$ cat src/rtl/sram_port_arbiter_if.sv
// Request/response channel shared by the requesters and the SRAM wrapper.
//
// One instance carries one port's traffic:
//   req_addr/req_data/req_strobe/req_write/req_valid  request, master -> slave
//   req_ready                                         request accepted, slave -> master
//   rsp_data/rsp_err/rsp_valid                        response, slave -> master
//   rsp_ready                                         response accepted, master -> slave
//
// Modports:
//   master : the side issuing requests (a core port, or the arbiter toward the SRAM)
//   slave  : the side serving them (the SRAM, or the arbiter toward a core port)
interface sram_port_arbiter_if #(
  parameter int DATA_WIDTH = 32
);
  localparam int NUM_BYTES = DATA_WIDTH / 8;

  logic [DATA_WIDTH-1:0] req_addr;
  logic [DATA_WIDTH-1:0] req_data;
  logic [NUM_BYTES-1:0]  req_strobe;
  logic                  req_write;
  logic                  req_valid;
  logic                  req_ready;
  logic [DATA_WIDTH-1:0] rsp_data;
  logic                  rsp_err;
  logic                  rsp_valid;
  logic                  rsp_ready;

  modport master (
    output req_addr, req_data, req_strobe, req_write, req_valid, rsp_ready,
    input  req_ready, rsp_data, rsp_err, rsp_valid
  );

  modport slave (
    input  req_addr, req_data, req_strobe, req_write, req_valid, rsp_ready,
    output req_ready, rsp_data, rsp_err, rsp_valid
  );
endinterface

$ cat src/rtl/sram_port_arbiter.sv
// Two-requester arbiter in front of a single-port SRAM wrapper.
// Port 0 is instruction fetch, port 1 is load/store. Requests pass through
// combinationally so the SRAM's one-cycle read latency is kept. A small FIFO
// of grant IDs remembers which port owns each in-flight request, and each
// response is steered back to that owner in grant order.
//
// Ports:
//   clk_i   clock
//   rstn_i  asynchronous active-low reset (deassertion is synchronised upstream)
//   m0, m1  slave side of the requester channels (fetch, load/store)
//   s       master side of the channel toward the SRAM wrapper
//
// Parameters:
//   DATA_WIDTH       address/data width of every port
//   MAX_OUTSTANDING  grant-ID FIFO depth, power of two, >= 1
//
// Build option:
//   SRAM_ARB_FIXED_PRIO_EN  when defined, port 1 always wins a tie (fixed
//                           priority); otherwise ties alternate round-robin.
module sram_port_arbiter #(
  parameter int DATA_WIDTH      = 32,
  parameter int MAX_OUTSTANDING = 2
) (
  input  logic               clk_i,
  input  logic               rstn_i,
  sram_port_arbiter_if.slave  m0,
  sram_port_arbiter_if.slave  m1,
  sram_port_arbiter_if.master s
);

  localparam int NUM_BYTES = DATA_WIDTH / 8;
  localparam int PTR_W     = (MAX_OUTSTANDING > 1) ? $clog2(MAX_OUTSTANDING) : 1;
  localparam int CNT_W     = $clog2(MAX_OUTSTANDING + 1);

  localparam logic [PTR_W-1:0] LAST_PTR = PTR_W'(MAX_OUTSTANDING - 1);
  localparam logic [CNT_W-1:0] FULL_CNT = CNT_W'(MAX_OUTSTANDING);

  logic                  winner;     // 0 = port 0, 1 = port 1
  logic                  any_valid;
  logic                  grant;
  logic                  pop;
  logic                  has_out;
  logic                  head;
  logic [PTR_W-1:0]      wr_ptr;
  logic [PTR_W-1:0]      rd_ptr;
  logic [CNT_W-1:0]      count;
  logic                  id_mem [MAX_OUTSTANDING];
  logic [DATA_WIDTH-1:0] win_addr;
  logic [DATA_WIDTH-1:0] win_data;
  logic [NUM_BYTES-1:0]  win_strobe;
  logic                  win_write;

  function automatic logic [PTR_W-1:0] next_ptr(input logic [PTR_W-1:0] ptr);
    return (ptr == LAST_PTR) ? '0 : ptr + PTR_W'(1);
  endfunction

  // ---------------------------------------------------------------------------
  // Winner selection. With a single valid port, winner = m1.req_valid already
  // names it; with no valid port it falls to 0 so port 0's fields are driven.
  // ---------------------------------------------------------------------------
`ifdef SRAM_ARB_FIXED_PRIO_EN
  assign winner = m1.req_valid;
`else
  logic last_grant;

  always_comb begin
    // NOTE: assign a default before any condition so every path drives
    // winner; a path that leaves it unassigned would infer a latch.
    winner = m1.req_valid;
    if (m0.req_valid && m1.req_valid) begin
      winner = ~last_grant;
    end
  end

  // Reset to 1 so port 0 wins the first tie.
  always_ff @(posedge clk_i or negedge rstn_i) begin
    if (!rstn_i) begin
      last_grant <= 1'b1;
    end else if (grant) begin
      last_grant <= winner;
    end
  end
`endif

  // ---------------------------------------------------------------------------
  // Request path
  // ---------------------------------------------------------------------------
  assign any_valid = m0.req_valid | m1.req_valid;
  // A full FIFO blocks the grant even when a response pops this same cycle.
  assign grant     = rstn_i && s.req_ready && (count != FULL_CNT) && any_valid;

  assign win_addr   = winner ? m1.req_addr   : m0.req_addr;
  assign win_data   = winner ? m1.req_data   : m0.req_data;
  assign win_strobe = winner ? m1.req_strobe : m0.req_strobe;
  assign win_write  = winner ? m1.req_write  : m0.req_write;

  assign s.req_addr   = win_addr;
  assign s.req_data   = win_data;
  assign s.req_strobe = win_strobe;
  assign s.req_write  = win_write;
  assign s.req_valid  = grant;

  assign m0.req_ready = grant && !winner;
  assign m1.req_ready = grant &&  winner;

  // ---------------------------------------------------------------------------
  // Response path. Data and error are broadcast; only valid is steered.
  // With nothing outstanding the response is spurious and is drained.
  // ---------------------------------------------------------------------------
  assign has_out = (count != '0);
  assign head    = id_mem[rd_ptr];

  assign m0.rsp_data  = s.rsp_data;
  assign m1.rsp_data  = s.rsp_data;
  assign m0.rsp_err   = s.rsp_err;
  assign m1.rsp_err   = s.rsp_err;
  assign m0.rsp_valid = rstn_i && has_out && !head && s.rsp_valid;
  assign m1.rsp_valid = rstn_i && has_out &&  head && s.rsp_valid;
  assign s.rsp_ready  = rstn_i && (has_out ? (head ? m1.rsp_ready : m0.rsp_ready) : 1'b1);

  assign pop = s.rsp_valid && s.rsp_ready && has_out;

  // ---------------------------------------------------------------------------
  // Grant-ID FIFO
  // ---------------------------------------------------------------------------
  always_ff @(posedge clk_i or negedge rstn_i) begin
    // NOTE: sequential state uses non-blocking assignments so every register
    // here samples the pre-edge values, independent of statement order.
    if (!rstn_i) begin
      wr_ptr <= '0;
      rd_ptr <= '0;
      count  <= '0;
    end else begin
      if (grant) wr_ptr <= next_ptr(wr_ptr);
      if (pop)   rd_ptr <= next_ptr(rd_ptr);
      case ({grant, pop})
        2'b10:   count <= count + CNT_W'(1);
        2'b01:   count <= count - CNT_W'(1);
        default: count <= count;
      endcase
    end
  end

  // NOTE: the ID storage is deliberately not reset; an entry is only read
  // while count > 0, which guarantees it was written after the last reset.
  always_ff @(posedge clk_i) begin
    if (grant) begin
      id_mem[wr_ptr] <= winner;
    end
  end

endmodule

$ cat src/flat_wrapper.sv
// flat-port wrapper written by rule: the top's interface ports become plain ports
module sram_port_arbiter_flat 
#(
  parameter int DATA_WIDTH      = 32,
  parameter int MAX_OUTSTANDING = 2
)
  (clk_i, rstn_i, m0_req_addr, m0_req_data, m0_req_strobe, m0_req_write, m0_req_valid, m0_rsp_ready, m0_req_ready, m0_rsp_data, m0_rsp_err, m0_rsp_valid, m1_req_addr, m1_req_data, m1_req_strobe, m1_req_write, m1_req_valid, m1_rsp_ready, m1_req_ready, m1_rsp_data, m1_rsp_err, m1_rsp_valid, s_req_addr, s_req_data, s_req_strobe, s_req_write, s_req_valid, s_rsp_ready, s_req_ready, s_rsp_data, s_rsp_err, s_rsp_valid);
  sram_port_arbiter_if #(.DATA_WIDTH(DATA_WIDTH)) m0_i ();
  sram_port_arbiter_if #(.DATA_WIDTH(DATA_WIDTH)) m1_i ();
  sram_port_arbiter_if #(.DATA_WIDTH(DATA_WIDTH)) s_i ();
  input  logic clk_i;
  input  logic rstn_i;
  input wire logic [$bits(m0_i.req_addr)-1:0] m0_req_addr;
  input wire logic [$bits(m0_i.req_data)-1:0] m0_req_data;
  input wire logic [$bits(m0_i.req_strobe)-1:0] m0_req_strobe;
  input wire logic [$bits(m0_i.req_write)-1:0] m0_req_write;
  input wire logic [$bits(m0_i.req_valid)-1:0] m0_req_valid;
  input wire logic [$bits(m0_i.rsp_ready)-1:0] m0_rsp_ready;
  output wire logic [$bits(m0_i.req_ready)-1:0] m0_req_ready;
  output wire logic [$bits(m0_i.rsp_data)-1:0] m0_rsp_data;
  output wire logic [$bits(m0_i.rsp_err)-1:0] m0_rsp_err;
  output wire logic [$bits(m0_i.rsp_valid)-1:0] m0_rsp_valid;
  input wire logic [$bits(m1_i.req_addr)-1:0] m1_req_addr;
  input wire logic [$bits(m1_i.req_data)-1:0] m1_req_data;
  input wire logic [$bits(m1_i.req_strobe)-1:0] m1_req_strobe;
  input wire logic [$bits(m1_i.req_write)-1:0] m1_req_write;
  input wire logic [$bits(m1_i.req_valid)-1:0] m1_req_valid;
  input wire logic [$bits(m1_i.rsp_ready)-1:0] m1_rsp_ready;
  output wire logic [$bits(m1_i.req_ready)-1:0] m1_req_ready;
  output wire logic [$bits(m1_i.rsp_data)-1:0] m1_rsp_data;
  output wire logic [$bits(m1_i.rsp_err)-1:0] m1_rsp_err;
  output wire logic [$bits(m1_i.rsp_valid)-1:0] m1_rsp_valid;
  output wire logic [$bits(s_i.req_addr)-1:0] s_req_addr;
  output wire logic [$bits(s_i.req_data)-1:0] s_req_data;
  output wire logic [$bits(s_i.req_strobe)-1:0] s_req_strobe;
  output wire logic [$bits(s_i.req_write)-1:0] s_req_write;
  output wire logic [$bits(s_i.req_valid)-1:0] s_req_valid;
  output wire logic [$bits(s_i.rsp_ready)-1:0] s_rsp_ready;
  input wire logic [$bits(s_i.req_ready)-1:0] s_req_ready;
  input wire logic [$bits(s_i.rsp_data)-1:0] s_rsp_data;
  input wire logic [$bits(s_i.rsp_err)-1:0] s_rsp_err;
  input wire logic [$bits(s_i.rsp_valid)-1:0] s_rsp_valid;
  assign m0_i.req_addr = m0_req_addr;
  assign m0_i.req_data = m0_req_data;
  assign m0_i.req_strobe = m0_req_strobe;
  assign m0_i.req_write = m0_req_write;
  assign m0_i.req_valid = m0_req_valid;
  assign m0_i.rsp_ready = m0_rsp_ready;
  assign m0_req_ready = m0_i.req_ready;
  assign m0_rsp_data = m0_i.rsp_data;
  assign m0_rsp_err = m0_i.rsp_err;
  assign m0_rsp_valid = m0_i.rsp_valid;
  assign m1_i.req_addr = m1_req_addr;
  assign m1_i.req_data = m1_req_data;
  assign m1_i.req_strobe = m1_req_strobe;
  assign m1_i.req_write = m1_req_write;
  assign m1_i.req_valid = m1_req_valid;
  assign m1_i.rsp_ready = m1_rsp_ready;
  assign m1_req_ready = m1_i.req_ready;
  assign m1_rsp_data = m1_i.rsp_data;
  assign m1_rsp_err = m1_i.rsp_err;
  assign m1_rsp_valid = m1_i.rsp_valid;
  assign s_req_addr = s_i.req_addr;
  assign s_req_data = s_i.req_data;
  assign s_req_strobe = s_i.req_strobe;
  assign s_req_write = s_i.req_write;
  assign s_req_valid = s_i.req_valid;
  assign s_rsp_ready = s_i.rsp_ready;
  assign s_i.req_ready = s_req_ready;
  assign s_i.rsp_data = s_rsp_data;
  assign s_i.rsp_err = s_rsp_err;
  assign s_i.rsp_valid = s_rsp_valid;
  sram_port_arbiter #(.DATA_WIDTH(DATA_WIDTH), .MAX_OUTSTANDING(MAX_OUTSTANDING)) u_core (.clk_i(clk_i), .rstn_i(rstn_i), .m0(m0_i), .m1(m1_i), .s(s_i));
endmodule
$ cat config.mk
export PLATFORM = sky130hd
export DESIGN_NAME = sram_port_arbiter_flat
export DESIGN_NICKNAME = d
export VERILOG_FILES = /design/src/rtl/sram_port_arbiter_if.sv /design/src/rtl/sram_port_arbiter.sv /design/src/flat_wrapper.sv
export SDC_FILE = /design/constraint.sdc
export NUM_CORES = 1
export LEC_CHECK = 0
export ABC_AREA = 1
export CAP_MARGIN = 20
export CORE_AREA = 5 5 122 124
export DETAILED_ROUTE_END_ITERATION = 10
export DIE_AREA = 0 0 127 129
export PLACE_DENSITY_LB_ADDON = 0.05
export SYNTH_ARGS = -nofsm -noshare
export SYNTH_HDL_FRONTEND = slang
export SYNTH_SLANG_ARGS = --single-unit
$ cat constraint.sdc
create_clock -name clk_i -period 2.3 [get_ports clk_i]
set_input_delay 0.23 -clock clk_i [delete_from_list [all_inputs] [get_ports clk_i]]
set_output_delay 0.23 -clock clk_i [all_outputs]
set_load 0.05 [all_outputs]
==> run metrics <==
outcome finished, final reports clean; htree depth 1; Worst Max-Slew Pin Slew 255 ps; Data required, critical path about 2100 ps; first drt pass iteration count 4; number of synthesized flops with an enable pin 2; Syn Area/Cell 5.26 µm²; Area Growth Syn to Fin 152%; ys async rst share 0.714; Max Buffers Root-to-Sink 2; Skew-Pair Late Insertion Delay 230 ps; CTS Buf Count 3; max-slew violations 0; Max-Slew Margin vs Limit 0.831; count of antenna diodes in the layout 0; endpoints failing setup 0; Post-Route WL 9.49 mm; vias per std cell 3.56; Simple-Gate Fraction of Synth Area 0.513; DP Wirelength 8.22 mm; Critical Setup Path Class register to output port; Ys Warns 0; Clock Skew 2.85 ps; Clock transition at path regs 40 ps; worst path bufs/invs 2; main combinational cell family by area after synthesis simple AND/OR/NAND/NOR gates; Global Route Usage Sum 0.108; Final Cycle Share 0.809; Netlist cell types 22; # hold bufs at CTS 0; Starting Density 0.132; Fin. Hold Viols 0; Max IR drop VDD just over 300 µV; family with the most delay on the worst path flip-flops; CORE AREA 13,700 µm²; DR WL/cell 14.1 µm; die area 16,400 µm²; FP Rows 43; share of cells above drive strength 1 0.193; nets between 600 and 700; Power Dens Cells 724 nW/µm²; FMAX 537 MHz; TNS Setup 0 ps; Slowest-stage cell, CP dfstp_2; Worst EP arrival 1630 ps; synth cell count leaders nand2_1 (220), buf_4 (73), inv_1 (9); Port Buffer Count 220; fin util 0.332; GRT overflow 0; 1st-iter DRT viols between 50 and 60; Num Clock Sinks 7; Compound-Gate Fraction of Synth Area 0.0160; Yosys top cell by area nand2_1; Seq/Total Area, Yosys 0.103; boundary pin count 320; post-route ant nets 0; share of the synthesized area in the top cell type 0.458; setup bufs post-CTS 0; adder-cell share of the synthesized area 0.00694; mux contribution to synthesized area 0; Die X 127 µm; # DRC 0; Synthesized Nets 523; Syn Inst Count between 300 and 400; vias in the first global route 2,635; Critical Path Most Common Cell nand2_1; synthesized flop and latch total 7; main flop type after synthesis dfrtp_1; Critical Path End Type output port; Area contributors post-synth nand2_1 (46%), buf_4 (30%), dfrtp_1 (5.6%); top-count cell post-synth nand2_1; first-pass GRT wire length 14.2 mm; largest net degree at the start of global routing 55; Critical Path Fanout Max 54; TritonCTS clock tree yes; crit-path max cell delay 530 ps; fin crit period 1860 ps; Startpoint Class register; Syn Std Cell Area ~1800 µm²; maxcap violations 0; Die Ht 129 µm; vias 2,390; unrepaired setup endpoints after global routing false; Leakage 2.17 nW; initial antenna violation count 0; GPL Wtd Cong 0.768; design area 4540 µm²; post-CTS sizing 0; placed cell area 4460 µm²; Tightest Hold Check Type primary input to async pin; CP cell instances nand2_1 -> nand2_2 -> buf_12 -> nand2_1 -> nand2_1 -> buf_12; Root Driver clkbuf_16; Synth Area in XOR/XNOR 0.00972
sequential cells by signal, summed over array words and instances, names as in the netlist:
register,flops
u_core.wr_ptr,1
u_core.count,2
u_core.last_grant,1
u_core.rd_ptr,1
u_core.id_mem,2
metal layers:
metal / wire, µm / GRT usage / part of all wire
met4: 31 / 0.00631 / 0.0033
met1: 3320 / 0.116 / 0.35
met5: 0 / 0 / 0
met2: 4720 / 0.190 / 0.50
met3: 1430 / 0.0685 / 0.15
path summary, 6_finish.rpt:
check / slack (ps) / end / cells past startpoint / startpoint
worst min register to register: 500 / u_core.last_grant / 2 / u_core.last_grant
min in group clk_i: 460 / m0_rsp_data[14] / 0 / s_rsp_data[14]
worst min-delay path: 210 / u_core.wr_ptr / 1 / rstn_i
worst max register to register: 640 / u_core.count[1] / 10 / u_core.rd_ptr
max in group asynchronous: 1780 / u_core.rd_ptr / 2 / rstn_i
worst max-delay path: 440 / s_req_data[9] / 6 / u_core.last_grant
power by group:
group          switching (W)  total [W]  internal [W]
Clock              0.0000710   0.000300      0.000229
Sequential         0.0000439   0.000230      0.000186
Combinational        0.00149    0.00276       0.00126
Total                0.00161    0.00329       0.00168
kinds of logic (layout without fill, tap and decap cells):
| group | after synthesis | count (layout) |
|---|---|---|
| AND/OR/NAND/NOR | 236 | 236 |
| buffers and inverters | 92 | 241 |
| AO/OA/AOI/OAI | 5 | 5 |
| adder cells (fa/ha/maj) | 1 | 1 |
| XOR/XNOR | 2 | 2 |
| flip-flops | 7 | 7 |
through the flow:
stage,setup slack (ps),total power (W),hold slack (ps),instances
floorplan,627,0.00186,-65.6,343
detailed placement,337,0.00303,443,668
global route,310,0.00347,212,672
CTS,402,0.00334,206,672
finish,439,0.00329,211,672
global placement,381,0.00303,448,668
area by class of cell:
cell class	count	area (µm²)
Tap cell	180	225
Timing Repair Buffer	225	3020
Multi-Input combinational cell	244	983
Inverter	12	50.0
Clock buffer	3	75.1
Clock inverter	1	5.00
Fill cell	1479	9130
Sequential cell	7	186
cell usage in the layout, fill, tap and decap left out, drive strengths merged, types with 2 or more instances in the layout:
master and count:
edfxtp 2, nand3 5, dfrtp 4, inv 12, nand2 222, nor2 8
clkbuf 3, buf 80, a21oi 4, clkdlybuf4s50 145
worst reg2reg max path, delay by kind of cell, from the launching register on:
kind / cells / cell delay (ps)
buffers and inverters: 2 / 150
XOR/XNOR: 1 / 150
AND/OR/NAND/NOR: 4 / 310
AO/OA/AOI/OAI: 2 / 220
adder cells (fa/ha/maj): 1 / 310
flip-flops: 1 / 390
No activity file was read; power rests on OpenSTA's default activity.
